**src/rtl/fractal_dispatch.sv**
```systemverilog
// Round-robin pixel dispatcher: issues coordinates to CORE_COUNT cores, collects results in issue
// order and emits a raster pixel stream with sof/eol/eof. Optional colour map: FRACTAL_DISPATCH_COLOUR_MAP_EN.
module fractal_dispatch #(
  parameter int CORE_COUNT     = 9,
  parameter int DATA_WIDTH     = 32,
  parameter int MAX_ITER_WIDTH = 16,
  parameter int X_SIZE         = 640,
  parameter int Y_SIZE         = 480
) (
  input  logic                               clk_i,
  input  logic                               rst_i,
  input  logic                               frame_start_i,
  input  logic [DATA_WIDTH-1:0]              x_start_i,
  input  logic [DATA_WIDTH-1:0]              y_start_i,
  input  logic [DATA_WIDTH-1:0]              step_i,
  input  logic [MAX_ITER_WIDTH-1:0]          max_iter_i,
  output logic [CORE_COUNT-1:0]              core_start_o,
  output logic [CORE_COUNT*DATA_WIDTH-1:0]   core_x0_o,
  output logic [CORE_COUNT*DATA_WIDTH-1:0]   core_y0_o,
  input  logic [CORE_COUNT-1:0]              core_done_i,
  input  logic [CORE_COUNT*MAX_ITER_WIDTH-1:0] core_iter_i,
  output logic [23:0]                        pix_data_o,
  output logic                               pix_valid_o,
  input  logic                               pix_ready_i,
  output logic                               pix_sof_o,
  output logic                               pix_eol_o,
  output logic                               pix_eof_o,
  output logic                               busy_o
);

  localparam int PW    = (CORE_COUNT > 1) ? $clog2(CORE_COUNT) : 1;
  localparam int XW    = (X_SIZE > 1) ? $clog2(X_SIZE) : 1;
  localparam int YW    = (Y_SIZE > 1) ? $clog2(Y_SIZE) : 1;
  localparam int TOTAL = X_SIZE * Y_SIZE;
  localparam int CW    = $clog2(TOTAL + 1);

  localparam logic [PW-1:0] P_LAST  = PW'(CORE_COUNT - 1);
  localparam logic [XW-1:0] X_LAST  = XW'(X_SIZE - 1);
  localparam logic [YW-1:0] Y_LAST  = YW'(Y_SIZE - 1);
  localparam logic [CW-1:0] C_TOTAL = CW'(TOTAL);
  localparam logic [CW-1:0] C_LAST  = CW'(TOTAL - 1);

  typedef enum logic [1:0] {S_IDLE, S_FILL, S_RUN, S_DRAIN} state_t;

  state_t                          r_state;
  logic [DATA_WIDTH-1:0]           r_xstart;
  logic [DATA_WIDTH-1:0]           r_step;
  logic [DATA_WIDTH-1:0]           r_xn;
  logic [DATA_WIDTH-1:0]           r_yn;
  logic [XW-1:0]                   r_ix;
  logic [CW-1:0]                   r_issued;
  logic [CW-1:0]                   r_collected;
  logic [PW-1:0]                   r_issue_ptr;
  logic [PW-1:0]                   r_col_ptr;
  logic [XW-1:0]                   r_cx;
  logic [YW-1:0]                   r_cy;
  logic [CORE_COUNT-1:0]           r_core_start;
  logic [CORE_COUNT*DATA_WIDTH-1:0] r_core_x0;
  logic [CORE_COUNT*DATA_WIDTH-1:0] r_core_y0;
  logic [23:0]                     r_pix_data;
  logic                            r_pix_valid;
  logic                            r_sof;
  logic                            r_eol;
  logic                            r_eof;
  logic                            r_busy;

  logic [MAX_ITER_WIDTH-1:0]       w_iter;
  logic [23:0]                     w_pix;
  logic                            w_done;
  logic                            w_out_free;
  logic                            w_take;
  logic                            w_issue;

  // A core whose start pulse is still on the wire may show a stale done from its previous pixel.
  assign w_done     = core_done_i[r_col_ptr] & ~r_core_start[r_col_ptr];
  assign w_iter     = core_iter_i[r_col_ptr*MAX_ITER_WIDTH +: MAX_ITER_WIDTH];
  assign w_out_free = ~r_pix_valid | pix_ready_i;
  assign w_take     = (r_state == S_RUN) & w_done & w_out_free;
  assign w_issue    = (r_state == S_FILL) | (w_take & (r_issued != C_TOTAL));

`ifdef FRACTAL_DISPATCH_COLOUR_MAP_EN
  logic [MAX_ITER_WIDTH-1:0] r_max_iter;

  always_ff @(posedge clk_i or posedge rst_i) begin
    if (rst_i) begin
      r_max_iter <= '0;
    end else if ((r_state == S_IDLE) && frame_start_i) begin
      r_max_iter <= max_iter_i;
    end
  end

  assign w_pix = (w_iter == r_max_iter) ? 24'h000000 :
                 {w_iter[7:0], w_iter[6:0], 1'b0, 8'hFF - w_iter[7:0]};
`else
  logic w_unused;
  assign w_unused = ^{max_iter_i, w_iter};
  assign w_pix    = {3{w_iter[7:0]}};
`endif

  always_ff @(posedge clk_i or posedge rst_i) begin
    if (rst_i) begin
      r_state      <= S_IDLE;
      r_xstart     <= '0;
      r_step       <= '0;
      r_xn         <= '0;
      r_yn         <= '0;
      r_ix         <= '0;
      r_issued     <= '0;
      r_collected  <= '0;
      r_issue_ptr  <= '0;
      r_col_ptr    <= '0;
      r_cx         <= '0;
      r_cy         <= '0;
      r_core_start <= '0;
      r_core_x0    <= '0;
      r_core_y0    <= '0;
      r_pix_data   <= '0;
      r_pix_valid  <= 1'b0;
      r_sof        <= 1'b0;
      r_eol        <= 1'b0;
      r_eof        <= 1'b0;
      r_busy       <= 1'b0;
    end else begin
      r_core_start <= '0;

      if (w_issue) begin
        r_core_start[r_issue_ptr]                      <= 1'b1;
        r_core_x0[r_issue_ptr*DATA_WIDTH +: DATA_WIDTH] <= r_xn;
        r_core_y0[r_issue_ptr*DATA_WIDTH +: DATA_WIDTH] <= r_yn;
        r_issue_ptr <= (r_issue_ptr == P_LAST) ? '0 : r_issue_ptr + 1'b1;
        r_issued    <= r_issued + 1'b1;
        if (r_ix == X_LAST) begin
          r_ix <= '0;
          r_xn <= r_xstart;
          r_yn <= r_yn + r_step;
        end else begin
          r_ix <= r_ix + 1'b1;
          r_xn <= r_xn + r_step;
        end
      end

      if (w_take) begin
        r_pix_valid <= 1'b1;
        r_pix_data  <= w_pix;
        r_sof       <= (r_cx == '0) && (r_cy == '0);
        r_eol       <= (r_cx == X_LAST);
        r_eof       <= (r_cx == X_LAST) && (r_cy == Y_LAST);
        r_col_ptr   <= (r_col_ptr == P_LAST) ? '0 : r_col_ptr + 1'b1;
        r_collected <= r_collected + 1'b1;
        if (r_cx == X_LAST) begin
          r_cx <= '0;
          r_cy <= r_cy + 1'b1;
        end else begin
          r_cx <= r_cx + 1'b1;
        end
      end else if (pix_ready_i) begin
        r_pix_valid <= 1'b0;
      end

      case (r_state)
        S_IDLE: begin
          if (frame_start_i) begin
            r_xstart    <= x_start_i;
            r_step      <= step_i;
            r_xn        <= x_start_i;
            r_yn        <= y_start_i;
            r_ix        <= '0;
            r_issued    <= '0;
            r_collected <= '0;
            r_issue_ptr <= '0;
            r_col_ptr   <= '0;
            r_cx        <= '0;
            r_cy        <= '0;
            r_busy      <= 1'b1;
            r_state     <= S_FILL;
          end
        end
        S_FILL: begin
          if ((r_issue_ptr == P_LAST) || (r_issued == C_LAST)) begin
            r_state <= S_RUN;
          end
        end
        S_RUN: begin
          if (w_take && (r_collected == C_LAST)) begin
            r_state <= S_DRAIN;
          end
        end
        S_DRAIN: begin
          // The final pixel sits in the output register until accepted.
          if (pix_ready_i) begin
            r_busy  <= 1'b0;
            r_state <= S_IDLE;
          end
        end
        default: r_state <= S_IDLE;
      endcase
    end
  end

  assign core_start_o = r_core_start;
  assign core_x0_o    = r_core_x0;
  assign core_y0_o    = r_core_y0;
  assign pix_data_o   = r_pix_data;
  assign pix_valid_o  = r_pix_valid;
  assign pix_sof_o    = r_sof;
  assign pix_eol_o    = r_eol;
  assign pix_eof_o    = r_eof;
  assign busy_o       = r_busy;

endmodule
```
**config.mk**
```make
export PLATFORM = sky130hd
export DESIGN_NAME = fractal_dispatch
export DESIGN_NICKNAME = d
export VERILOG_FILES = /design/src/rtl/fractal_dispatch.sv
export SDC_FILE = /design/constraint.sdc
export NUM_CORES = 2
export LEC_CHECK = 0
export CAP_MARGIN = 40
export CORE_AREA = 3 3 344 346
export CTS_CLUSTER_DIAMETER = 40
export DETAILED_ROUTE_END_ITERATION = 8
export DIE_AREA = 0 0 347 349
export PLACE_DENSITY = 0.57
export SETUP_SLACK_MARGIN = 0.5
export SLEW_MARGIN = 20
export SYNTH_ARGS = -nofsm -noshare
export SYNTH_HDL_FRONTEND = slang
export SYNTH_SLANG_ARGS = --single-unit
```
**constraint.sdc**
```tcl
create_clock -name clk_i -period 36 [get_ports clk_i]
set_input_delay 5.4 -clock clk_i [delete_from_list [all_inputs] [get_ports clk_i]]
set_output_delay 5.4 -clock clk_i [all_outputs]
set_load 0.02 [all_outputs]
```
After elaboration in Yosys (flattened, before gate mapping)
Index checks and enable logic that the tools add are counted.

Add/sub/neg operators: 10. Multipliers: 0. Div/mod/pow operators: 0. Magnitude comparators: 3. Equal/unequal tests: 15. Shift operators: 4. Muxes and demuxes: 52. Bitwise operators: 8. Reduce and logical (&&, ||, !) cells: 13.

Operator list (number): bitwise mux 288 bit (2); indexed part select 32 x 34 -> 288 bit (2); variable shift 32 x 34 -> 288 bit (first input constant) (1); two-way mux 32 bit (8); indexed part select 144 x 9 -> 8 bit (1); two-way mux 19 bit (6); two-way mux 10 bit (8); adder 32 bit (2); two-way mux 9 bit (5); adder 19 x 1 -> 19 bit (second input constant) (2); == test 19 bit (second input constant) (2); negation 9 -> 34 bit (1); two-way mux 4 bit (8); adder 10 x 1 -> 10 bit (second input constant) (2); == test 10 bit (second input constant) (2); inequality test 19 bit (second input constant) (1); logical NOT 10 bit (1); less-than comparator 4 x 5 -> 1 bit (second input constant) (2); adder 9 x 1 -> 9 bit (second input constant) (1); == test 9 bit (second input constant) (1); logical NOT 9 bit (1); adder 4 x 1 -> 4 bit (second input constant) (2); binary-select mux 1 bit (select 4 bit) (2); == test 4 bit (second input constant) (2); other kinds (20) (40).

Register bits: 819. Bits in latches: 0. Bits in writable memories: 0. Bits in read-only memories: 0. Bits of input ports: 269. Word-level logic and storage cells: 126. Memories kept: 0.

Longest topological paths before layout
Word-level depth: 11. Mapped depth: 14. Gate-level depth less buffers: 11.

Worst setup path before layout
Ideal clock, no wire load.

Path kind: input port to flip-flop. Start: input core_done_i[3]. End: register r_cy[7]. Setup time: 0.132 ns. Arrival: 7.241 ns. Setup slack: 28.627 ns. Stages: 11. Buffers on the path: 2. Cell sequence: mux4_2 mux2i_1 o21ai_1 and4_1 buf_4 and4_1 buf_4 and4_1 nand3_1 xor2_1 nor2_1.

Word-level cells in the longest chain between the ends: 8.

RTL lines: from (decl) (RTL line 20) `input logic [CORE_COUNT-1:0] core_done_i,`; binary-select mux 1 bit (select 4 bit) (*) (RTL line 75) `assign w_done = core_done_i[r_col_ptr] & ~r_core_start[r_col_ptr];`; two-way mux 1 bit (not written as such) (*) (RTL line 75); AND 1 bit (*) (RTL line 75); AND 1 bit (*) (2 in a row) (RTL line 78) `assign w_take = (r_state == S_RUN) & w_done & w_out_free;`; two-way mux 9 bit (*) (RTL line 142) `if (w_take) begin`; two-way mux 9 bit (RTL line 162) `if (frame_start_i) begin`; two-way mux 9 bit (*) (RTL line 160) `case (r_state)`; to (signal assigned) (RTL line 152) `r_cy <= r_cy + 1'b1;`; to (decl) (RTL line 56) `logic [YW-1:0] r_cy;`.

Mark *: on every way between the ends. The rest lies on a longest branch, timed or not. The select of a mux whose other input is x is not followed. A chain may end at the register's enable or synchronous reset.

Final worst setup path
Start: input core_done_i[1]. End: register r_core_y0[282] (netlist: core_y0_o[282]).

Word-level cells in the longest chain between the ends: 7.

RTL lines: binary-select mux 1 bit (select 4 bit) (RTL line 75); two-way mux 1 bit (not written as such) (RTL line 75); AND 1 bit (RTL line 75); AND 1 bit (2 in a row) (RTL line 78); AND 1 bit (RTL line 79) `assign w_issue = (r_state == S_FILL) | (w_take & (r_issued != C_TOTAL));`; OR 1 bit (RTL line 79); to (signal, indexed assignment) (RTL line 129) `r_core_y0[r_issue_ptr*DATA_WIDTH +: DATA_WIDTH] <= r_yn;`; to (decl) (RTL line 59) `logic [CORE_COUNT*DATA_WIDTH-1:0] r_core_y0;`.

Every way passes these cells. The select of a mux whose other input is x is not followed.

==> summary.txt <==
vias per inst: 5.17
Slew @ Worst Pin: 930 ps
All-Layer GR Usage: 22.9%
Die W: 347 um
hold depth: 2
Power Dens Cells: 64.7 mW/mm2
synth-to-layout area growth: 40.3%
setup violators final: 0
peak supply drop: 73.6 uV
Crit Reg-Reg Endpoint: core_y0_o[282]$_DFFE_PP0P_
max_slew headroom: 38.0%
Total Power: 3.20 mW
Max Clk Rate: 120 MHz
vias in the first global route: 28,500
Root Buffer: clkbuf_16
Port Buffers: 794
syn_area_per_cell: 10.8 um2
setup repair after global routing missed its margin: no
R2R cell count: 12
Avg WL per Cell: 25.4 um
FILL cells: 11,000
initial drt markers: 2,199
fin crit period: 8350 ps
first-pass GRT wire length: 205 mm
unique cell type count in the Yosys netlist: 79
total length of routed wires: 143 mm
XOR/XNOR Fraction of Synth Area: 2.56%
hold worst-path end: r_xstart[23]$_DFFE_PP0P_
Clock Skews: 35.6 ps
Hold Path Origin: r_xstart[23]$_DFFE_PP0P_
final setup TNS: 0 ps
Clock Latency Late Sink: 740 ps
Clock Pin Slew Worst Setup and Hold Paths: 50 ps
crit path kind: in -> reg
Synth Flop Type: dfrtp_1
RePlAce Congestion: 0.881
syn nets: 3,622
CTS Sinks: 803
Core Area: 0.116 mm2
row count: 125
largest net degree at the start of global routing: 160
# resized after CTS: 0
Worst Path Arrival: 8930 ps
DIE AREA: 0.121 mm2
Max Slew Vio Count: 0
post-synthesis sequential area ratio: 57.0%
CTS tree: yes
share of cells above drive strength 1: 9.85%
initial antenna violation count: 23
total grt overflow: 0
Die Span Y: 349 um
hpwl dp: 101 mm
fin crit share: 23.2%
Post-synth ARST share: 100%
Simple-Gate Fraction of Synth Area: 11.8%
io pins: 883
H-tree depth: 4
run status: completed
leak pwr: 22.4 nW
Initial Utilization: 30.5%
Hold-fix buffers, CTS: 0
fin util: 42.8%
fin cells: 5,625
cells after synthesis: 3,268
EDFF count, synth: 0
yosys warns: 0
Max Root-Sink Buffers: 3
endpoint class of the critical path: flip-flop
Final Hold Vio Count: 0
count of state elements after synthesis: 803
CTS Buf Count: 139
Inst Count DP: 5,358
register-to-register setup slack: 31,700 ps
main combinational cell family by area after synthesis: compound AO/OA/AOI/OAI gates
DRC errors left: 0
adder-cell area share of the yosys netlist: 3.06%
Final ANT Viol Nets: 0
Setup Buffers After CTS: 0
critical path startpoint category: input pin
worst hold path type: reg -> reg
Layout Nets: 4,332
routed via count: 29,100
worst r2r src: r_col_ptr[1]$_DFF_PP0_
Mapped Area: 0.0353 mm2
compound-gate portion of the synthesized area: 17.9%
crit path max fanout: 76
mux contribution to synthesized area: 3.70%
number of max-cap violations: 0
Pre-antenna DRT Iters: 7
worst path required time: 36,580 ps
how the worst max path moves through the flow:
stage	startpoint	end	slack (ps)	cells after the start
global placement	core_done_i[1]	core_y0_o[265]$_DFFE_PP0P_	26870	11
floorplan	rst_i	busy_o$_DFFE_PP0P_	8050	1
global route	core_done_i[7]	core_y0_o[281]$_DFFE_PP0P_	27440	12
finish	core_done_i[1]	core_y0_o[282]$_DFFE_PP0P_	27650	12
CTS	core_done_i[1]	core_y0_o[263]$_DFFE_PP0P_	27630	11
detailed placement	core_done_i[1]	core_x0_o[285]$_DFFE_PP0P_	26850	11
logic make-up after synthesis:
group | count (synthesis)
simple gates | 962
flops | 803
xor+xnor | 103
buf+inv | 308
compound gates | 910
fa+ha+maj | 85
mux | 97
cells in the final DEF (no fill, tap or decap), drive strengths merged, types with 6 or more instances in the layout:
| cell | count |
|---|---|
| and2 | 9 |
| dfrtp | 803 |
| nand3b | 6 |
| and3 | 25 |
| a31oi | 20 |
| ha | 83 |
| nand4 | 27 |
| o31ai | 8 |
| nand2b | 6 |
| clkinvlp | 15 |
| nand3 | 44 |
| xnor2 | 44 |
| mux2i | 11 |
| o211ai | 19 |
| a2111oi | 6 |
| a22o | 348 |
| buf | 53 |
| nor4 | 8 |
| o21bai | 7 |
| o21a | 6 |
| a211oi | 13 |
| clkbuf | 169 |
| a21o | 42 |
| diode | 9 |
| nor2 | 148 |
| xor2 | 59 |
| nor3 | 17 |
| or3 | 16 |
| mux2 | 66 |
| clkinv | 43 |
| clkdlybuf4s50 | 794 |
| inv | 48 |
| mux4 | 20 |
| a21oi | 126 |
| a31o | 6 |
| o21ai | 271 |
| bufinv | 10 |
| nand2 | 624 |
| and4 | 12 |
per-stage QoR:
stage / worst slack [ps] / area, um2 / hold slack (ps)
finish: 27650 / 49500 / 465
global route: 27440 / 49500 / 491
CTS: 27630 / 49400 / 467
detailed placement: 26850 / 44600 / 456
global placement: 26870 / 44200 / 452
floorplan: 8050 / 35300 / 438
area by class of cell:
type                            instances  area, um2  area share, %
Timing Repair Buffer                  847       8680           17.5
Sequential cell                       803      20100           40.6
Clock inverter                         86       1060           2.15
Inverter                               30        120          0.243
Antenna cell                            9       22.5         0.0455
Multi-Input combinational cell       2157      13900           28.0
Clock buffer                          169       3740           7.56
Tap cell                             1524       1910           3.85
synth_stat cells (all sizes together), types with 17 or more instances:
master  count  area (um2)
o21ai     271        1360
xnor2      44         385
a21oi     126         634
nand2     624        2340
mux2       66         743
ha         83        1040
clkbuf    167         627
and3       25         156
nand3      44         220
nand4      27         190
inv        30         113
nor2      148         558
a31oi      20         125
nor3       17         108
a21o       42         315
buf       111         661
a22o      348        3050
dfrtp     803       20100
o211ai     19         143
xor2       59         517
mux4       20         450
per-layer routing:
layer  part of all wire, %  track usage, %  wire length, um
met1                    42            29.8            60400
met2                    46            36.1            65800
met3                   7.0            5.58             9970
met4                   4.6            10.8             6620
met5                 0.053               0               76
power breakdown:
group / leakage, nW / switching [mW] / internal [mW]
registers: 11.0 / 0.143 / 1.00
clock network: 2.31 / 0.504 / 0.830
logic: 9.09 / 0.411 / 0.312
critical path: stages:
cell	delay [ps]
clkdlybuf4s50_1	460
mux4_2	220
mux2i_1	70
o21ai_1	310
a31o_2	550
nand2_2	170
a21oi_2	460
nand2_4	450
buf_4	320
buf_16	190
nand2_1	130
o21ai_0	90
flip-flops by register name (all words and copies together), names as in the netlist, 2 cells and up:
| register | flops |
|---|---|
| core_start_o | 9 |
| core_x0_o | 288 |
| core_y0_o | 288 |
| pix_data_o | 8 |
| r_col_ptr | 4 |
| r_collected | 19 |
| r_cx | 10 |
| r_cy | 9 |
| r_issue_ptr | 4 |
| r_issued | 19 |
| r_ix | 10 |
| r_state | 2 |
| r_step | 32 |
| r_xn | 32 |
| r_xstart | 32 |
| r_yn | 32 |
Note: power is estimated with default switching activity, not from simulation.
